## src/rtl/fpcvt_seq_ctrl.sv

```systemverilog
// Sequential 12-bit two's-complement to 1/3/4 minifloat converter.
// One shared shift/round path: one normalising shift per cycle, round-half-up with saturation.
module fpcvt_seq_ctrl (
   input  logic        clk,
   input  logic        rst_n,
   input  logic        in_valid,
   output logic        in_ready,
   input  logic [11:0] d,
   output logic        out_valid,
   input  logic        out_ready,
   output logic        s,
   output logic [2:0]  e,
   output logic [3:0]  f,
   output logic [7:0]  conv_count
);

   typedef enum logic [2:0] {IDLE, ABS, NORM, ROUND, DONE} state_t;

   state_t      state;
   logic [11:0] d_reg;
   logic [11:0] mag;
   logic [2:0]  sh;
   logic        sign;

   logic [4:0]  sum;
   logic [2:0]  exp_val;

   // Rounding adder: the bit just below the 4-bit significand decides half-up.
   always_comb begin
      sum     = {1'b0, mag[10:7]} + {4'b0000, mag[6]};
      exp_val = 3'd7 - sh;
   end

   always_ff @(posedge clk or negedge rst_n) begin
      if (!rst_n) begin
         state      <= IDLE;
         d_reg      <= '0;
         mag        <= '0;
         sh         <= '0;
         sign       <= 1'b0;
         s          <= 1'b0;
         e          <= '0;
         f          <= '0;
         conv_count <= '0;
         in_ready   <= 1'b1;
         out_valid  <= 1'b0;
      end else begin
         case (state)
            IDLE: begin
               if (in_valid) begin
                  d_reg    <= d;
                  in_ready <= 1'b0;
                  state    <= ABS;
               end
            end
            ABS: begin
               // -2048 has no positive 12-bit counterpart, so it clamps to the largest magnitude.
               sign <= d_reg[11];
               if (d_reg == 12'h800)
                  mag <= 12'h7FF;
               else if (d_reg[11])
                  mag <= -d_reg;
               else
                  mag <= d_reg;
               sh    <= '0;
               state <= NORM;
            end
            NORM: begin
               if (mag[10] || sh == 3'd7) begin
                  state <= ROUND;
               end else begin
                  mag <= mag << 1;
                  sh  <= sh + 3'd1;
               end
            end
            ROUND: begin
               s <= sign;
               if (!sum[4]) begin
                  f <= sum[3:0];
                  e <= exp_val;
               end else if (exp_val != 3'd7) begin
                  f <= 4'b1000;
                  e <= exp_val + 3'd1;
               end else begin
                  f <= 4'hF;
                  e <= 3'd7;
               end
               out_valid <= 1'b1;
               state     <= DONE;
            end
            DONE: begin
               if (out_ready) begin
                  out_valid  <= 1'b0;
                  in_ready   <= 1'b1;
                  conv_count <= conv_count + 8'd1;
                  state      <= IDLE;
               end
            end
            default: begin
               state     <= IDLE;
               in_ready  <= 1'b1;
               out_valid <= 1'b0;
            end
         endcase
      end
   end

endmodule

```

## config.mk

```make
export PLATFORM = sky130hd
export DESIGN_NAME = fpcvt_seq_ctrl
export DESIGN_NICKNAME = d
export VERILOG_FILES = /design/src/rtl/fpcvt_seq_ctrl.sv
export SDC_FILE = /design/constraint.sdc
export NUM_CORES = 1
export LEC_CHECK = 0
export BUFFER_PORTS_ARGS = -buffer_cell sky130_fd_sc_hd__buf_2
export CORE_MARGIN = 10
export CORE_UTILIZATION = 57
export DETAILED_ROUTE_END_ITERATION = 10
export PLACE_DENSITY_LB_ADDON = 0.12
export REMOVE_ABC_BUFFERS = 1
export SYNTH_ARGS = -nofsm -noshare
export SYNTH_HDL_FRONTEND = slang
export SYNTH_SLANG_ARGS = --single-unit
```

## constraint.sdc

```tcl
create_clock -name clk -period 2 [get_ports clk]
set_input_delay 0.4 -clock clk [delete_from_list [all_inputs] [get_ports clk]]
set_output_delay 0.4 -clock clk [all_outputs]
set_load 0.005 [all_outputs]
```

### Word level (Yosys, flattened, before mapping)

Index checks and enable logic that the tools add are counted.

| storage, ports and cells | value |
|---|---|
| register bits after elaboration | 48 |
| latch bits | 0 |
| RAM bits | 0 |
| memory bits (read-only) | 0 |
| input port bits | 16 |
| output and inout bits | 18 |
| logic and storage cells | 60 |
| memories kept | 0 |

| operators by class | value |
|---|---|
| add/sub/neg operators | 6 |
| $mul | 0 |
| div/mod/pow operators | 0 |
| order comparisons | 0 |
| equality and inequality tests | 11 |
| shift operators | 0 |
| multiplexer cells | 19 |
| bitwise operators | 2 |
| reductions and logical operators | 11 |

Operators by type and width:

| kind | count |
|---|---|
| $mux W11 | 3 |
| $pmux W11 S2 | 1 |
| $mux W3 | 7 |
| $pmux W3 S5 | 1 |
| $eq A12 B12 Y1 const B | 1 |
| $neg A11 Y11 | 1 |
| $add A8 B1 Y8 const B | 1 |
| $ne A2 B2 Y1 const B | 4 |
| $reduce_and A2 Y1 | 4 |
| $add A3 B1 Y3 const B | 2 |
| $eq A3 B2 Y1 const B | 2 |
| $eq A3 B3 Y1 const B | 2 |
| $pmux W1 S3 | 2 |
| $pmux W3 S2 | 1 |
| $reduce_and A3 Y1 | 2 |
| $reduce_or A3 Y1 | 2 |
| $add A4 B1 Y5 | 1 |
| $mux W4 | 1 |
| $eq A3 B1 Y1 const B | 1 |
| $logic_not A3 Y1 | 1 |
| $mux W1 | 3 |
| $ne A3 B3 Y1 const B | 1 |
| $sub A3 B3 Y3 const A | 1 |
| $not A1 Y1 | 2 |
| 2 further kinds | 2 |

### Logic depth before layout (Yosys ltp)

| logic depth | value |
|---|---|
| word-level depth | 4 |
| gate-level depth with buffers | 9 |

### Worst setup path after synthesis

Ideal clock, no wire load.

| path | value |
|---|---|
| kind | reg2reg |
| start point | register sh[0] |
| end point | register sh[0] |
| setup time | 123 ps |
| data arrival time | 1570 ps |
| data required time | 1877 ps |
| path slack | 307 ps |
| cell stages (with the launch flop) | 10 |
| path buffers | 2 |
| period minus slack after synthesis | 1693 ps |
| path through | dfrtp_1 -> ha_1 -> ha_1 -> nor2_1 -> nand2_2 -> and2_4 -> buf_12 -> buf_12 -> nand2_2 -> o21ai_2 |

| between the ends | value |
|---|---|
| longest elaborated chain between the ends | 4 |
| elaborated cells between the ends (all ways) | 7 |
| classes of those cells | add/sub (1); eq/ne (2); mux (2); reduce/logical (2) |

Ends and longest elaborated chain:

| what | RTL line | text |
|---|---|---|
| from (decl) | 22 | `logic [2:0] sh;` |
| from (signal assigned) | 73 | `sh <= sh + 3'd1;` |
| parallel branches: the longest is 4 deep, another holds $add A3 B1 Y3 | -- |  |

Parallel ways; which one is timed is not known. The select of a mux whose other input is x is not followed.
A chain may end at the register's enable or synchronous reset.

### Worst setup path after layout

| path | value |
|---|---|
| start point | register d_reg[6] |
| end point | register mag[5] |

| between the ends | value |
|---|---|
| longest elaborated chain between the ends | 3 |

Ends and longest elaborated chain:

| what | RTL line | text |
|---|---|---|
| from (decl) | 20 | `logic [11:0] d_reg;` |
| from (signal assigned) | 37 | `d_reg <= '0;` |
| from (signal assigned) | 51 | `d_reg <= d;` |
| $eq A12 B12 Y1 | 59 | `if (d_reg == 12'h800)` |
| $mux W11 | 59 |  |
| $pmux W11 S2 | 48 | `case (state)` |
| to (signal assigned) | 62 | `mag <= -d_reg;` |
| to (signal assigned) | 64 | `mag <= d_reg;` |
| to (signal assigned) | 72 | `mag <= mag << 1;` |
| to (decl) | 21 | `logic [11:0] mag;` |

Every way passes these cells.

==> impl_metrics.csv <==
group,metric,value,unit
clock_tree,insertion_delay,0.31,ns
yosys,syn_inst,230,
setup_path,cp.arrival,1.97,ns
setup_path,cp_max_fo,8,
setup_path,endpoint_kind,"flop",
die,coreArea,0.00409,mm^2
cells_and_area,largest_reg_flops,12,
drt,vias,1725,
flow_run,cap_violations,0,
clock_tree,htreeDepth,2,
clock_tree,ctsHoldBuffers,0,
timing,fin_ws,0.268,ns
die,dieHeight,85.9,um
yosys,yosysWarnings,0,
cells_and_area,area_delta_synth_final,11.7,%
die,rows,23,
yosys,synth_area,0.00247,mm^2
drt,route.detailed.drc,0,
setup_path,start_kind,"flop",
placement,finalWeightedCongestion,0.836,
clock_tree,clkSlewWorstSetupHoldPaths,0.09,ns
yosys,synthArstFlopShare,1.00,
setup_path,crit_type,"flop to flop",
cells_and_area,n_antenna_cell,0,
timing,hold_viol,0,
setup_path,startpoint,"d_reg[6]",
placement,io_buffer_count,33,
cells_and_area,mostFrequentLayoutCell,"dfrtp_1",
grt,grt_pass1_wl,8220,um
timing,drv_slew,0,
grt,grt_pass1_vias,1838,
clock_tree,cts_tree,"done",
timing,setup_tns,0,ns
timing,hold-worst-slack,0.0478,ns
status,status,"completed",
drt,drt_iter0_drc,58,
grt,grt_max_degree,29,
timing,final.setup_skew,0.00955,ns
worst_hold_path,worst_hold_path_type,"input port to asynchronous set/reset pin",
timing,fmax,578,MHz
timing,rsz0062_at_grt,"false",
yosys,synth_seq_area_share,0.486,
timing,setup_viol,0,
yosys,synth_area_per_cell,10.8,um^2
power_and_ir_drop,power_density,1660,mW/mm^2
clock_tree,ctsResizeCount,0,
clock_tree,postCtsSetupBuffers,0,
cells_and_area,drive_above_1_share,0.322,
die,chipWidth,85.9,um
drt,dr.pass1.iters,4,
drt,ant_nets,0,
clock_tree,cts.sinks,48,
setup_path,rr_startpoint,"d_reg[6]",
cells_and_area,layout_common_cells,"47 x dfrtp_1, 33 x buf_2, 21 x nand2_1, 15 x o21ai_0",
die,pin_count,34,
clock_tree,cts_root_buffer,"clkbuf_8",
yosys,synth_edf_count,0,
placement,dp_hpwl,3560,um
drt,vias_per_cell,5.49,
yosys,ys.flop_type,"dfrtp_1",
timing,worstMarginPinSlew,0.489,ns
yosys,synth-seq-cells,48,
drt,wl_per_cell,14.7,um
cells_and_area,n_fill_cell,326,
setup_path,crit_required,2.24,ns
timing,worst_slew_margin_rel,0.671,
clock_tree,numCtsBuffers,5,
clock_tree,clk_path_buf_depth,2,
power_and_ir_drop,peakVddDrop,0.827,mV
timing,period_minus_slack,1.73,ns
timing,finalCritPeriodShare,0.866,
drt,wl,4610,um
die,start_util,0.606,
power_and_ir_drop,leakagePower,1.29,nW
cells_and_area,fin_nets,286,
yosys,ys_types,46,
placement,place_ws,0.264,ns
grt,overflow,0,
grt,grt_antenna_before_repair,0,
grt,grt_usage,0.133,
die,die_area,0.00738,mm^2
==> Yosys cell counts, drive strengths merged, types with 3 or more instances <==
cell type / count / area [um^2]
a21oi: 8 / 40.0
nor2b: 3 / 18.8
nand2: 33 / 154
nor3: 3 / 15.0
xnor2: 8 / 70.1
mux2: 10 / 113
nand3: 6 / 30.0
o22ai: 9 / 56.3
ha: 7 / 87.6
inv: 8 / 30.0
o21ai: 26 / 179
dfrtp: 47 / 1180
nor2: 12 / 45.0
buf: 9 / 93.8
xor2: 7 / 61.3
nor4: 3 / 48.8
==> worst paths after layout <==
path                       depth (start not counted)  slack [ns]             to
hold / removal                                     1        0.05           e[1]
hold reg to reg                                    1        0.47  conv_count[7]
setup / recovery                                   5        0.27         mag[5]
max in group asynchronous                          2        1.37       in_ready
setup reg to reg                                   5        0.27         mag[5]
min in group clk                                   3        0.29       d_reg[1]
==> area by class of cell <==
cell class	count	area, um^2	share of cell area
Sequential cell	48	1200	0.435
Clock buffer	6	82.6	0.0299
Clock inverter	2	38.8	0.0140
Inverter	8	30.0	0.0109
Timing Repair Buffer	37	208	0.0751
Multi-Input combinational cell	163	1140	0.413
Tap cell	50	62.6	0.0226
==> power by group <==
part	leakage, nW	internal, mW	switching [mW]	total, mW
logic	0.635	0.935	1.05	1.99
clock network	0.0614	0.409	0.324	0.733
registers	0.598	1.39	0.470	1.86
==> metal layers <==
layer | routed length (um) | global-route usage
met1 | 2120 | 0.151
met2 | 2180 | 0.222
met3 | 252 | 0.0388
met4 | 69 | 0.0644
met5 | 0 | 0
==> logic make-up after synthesis <==
logic type / count (synthesis) / share of synthesized area
AND/OR/NAND/NOR: 73 / 0.166
multiplexers: 11 / 0.0495
AO/OA/AOI/OAI: 57 / 0.157
XOR/XNOR: 15 / 0.0531
flip-flops: 48 / 0.486
adder cells (fa/ha/maj): 7 / 0.0354
buffers and inverters: 19 / 0.0531
==> per-stage QoR <==
step	utilization	power, mW	instance area (um^2)	cells
floorplan	-	3.31	2370	219
global placement	0.647	3.83	2640	306
detailed placement	0.647	3.90	2640	306
CTS	0.677	4.64	2770	314
global route	0.677	5.00	2770	314
finish	0.677	4.59	2770	314
==> worst max-delay path: stages, from the launching register on <==
cell and delay [ns]:
dfrtp_1 0.44, nor4_1 0.50, nand2_1 0.20, o21ai_4 0.27
o22ai_1 0.14, o21ai_2 0.12
Note: power is estimated with default switching activity, not from simulation.
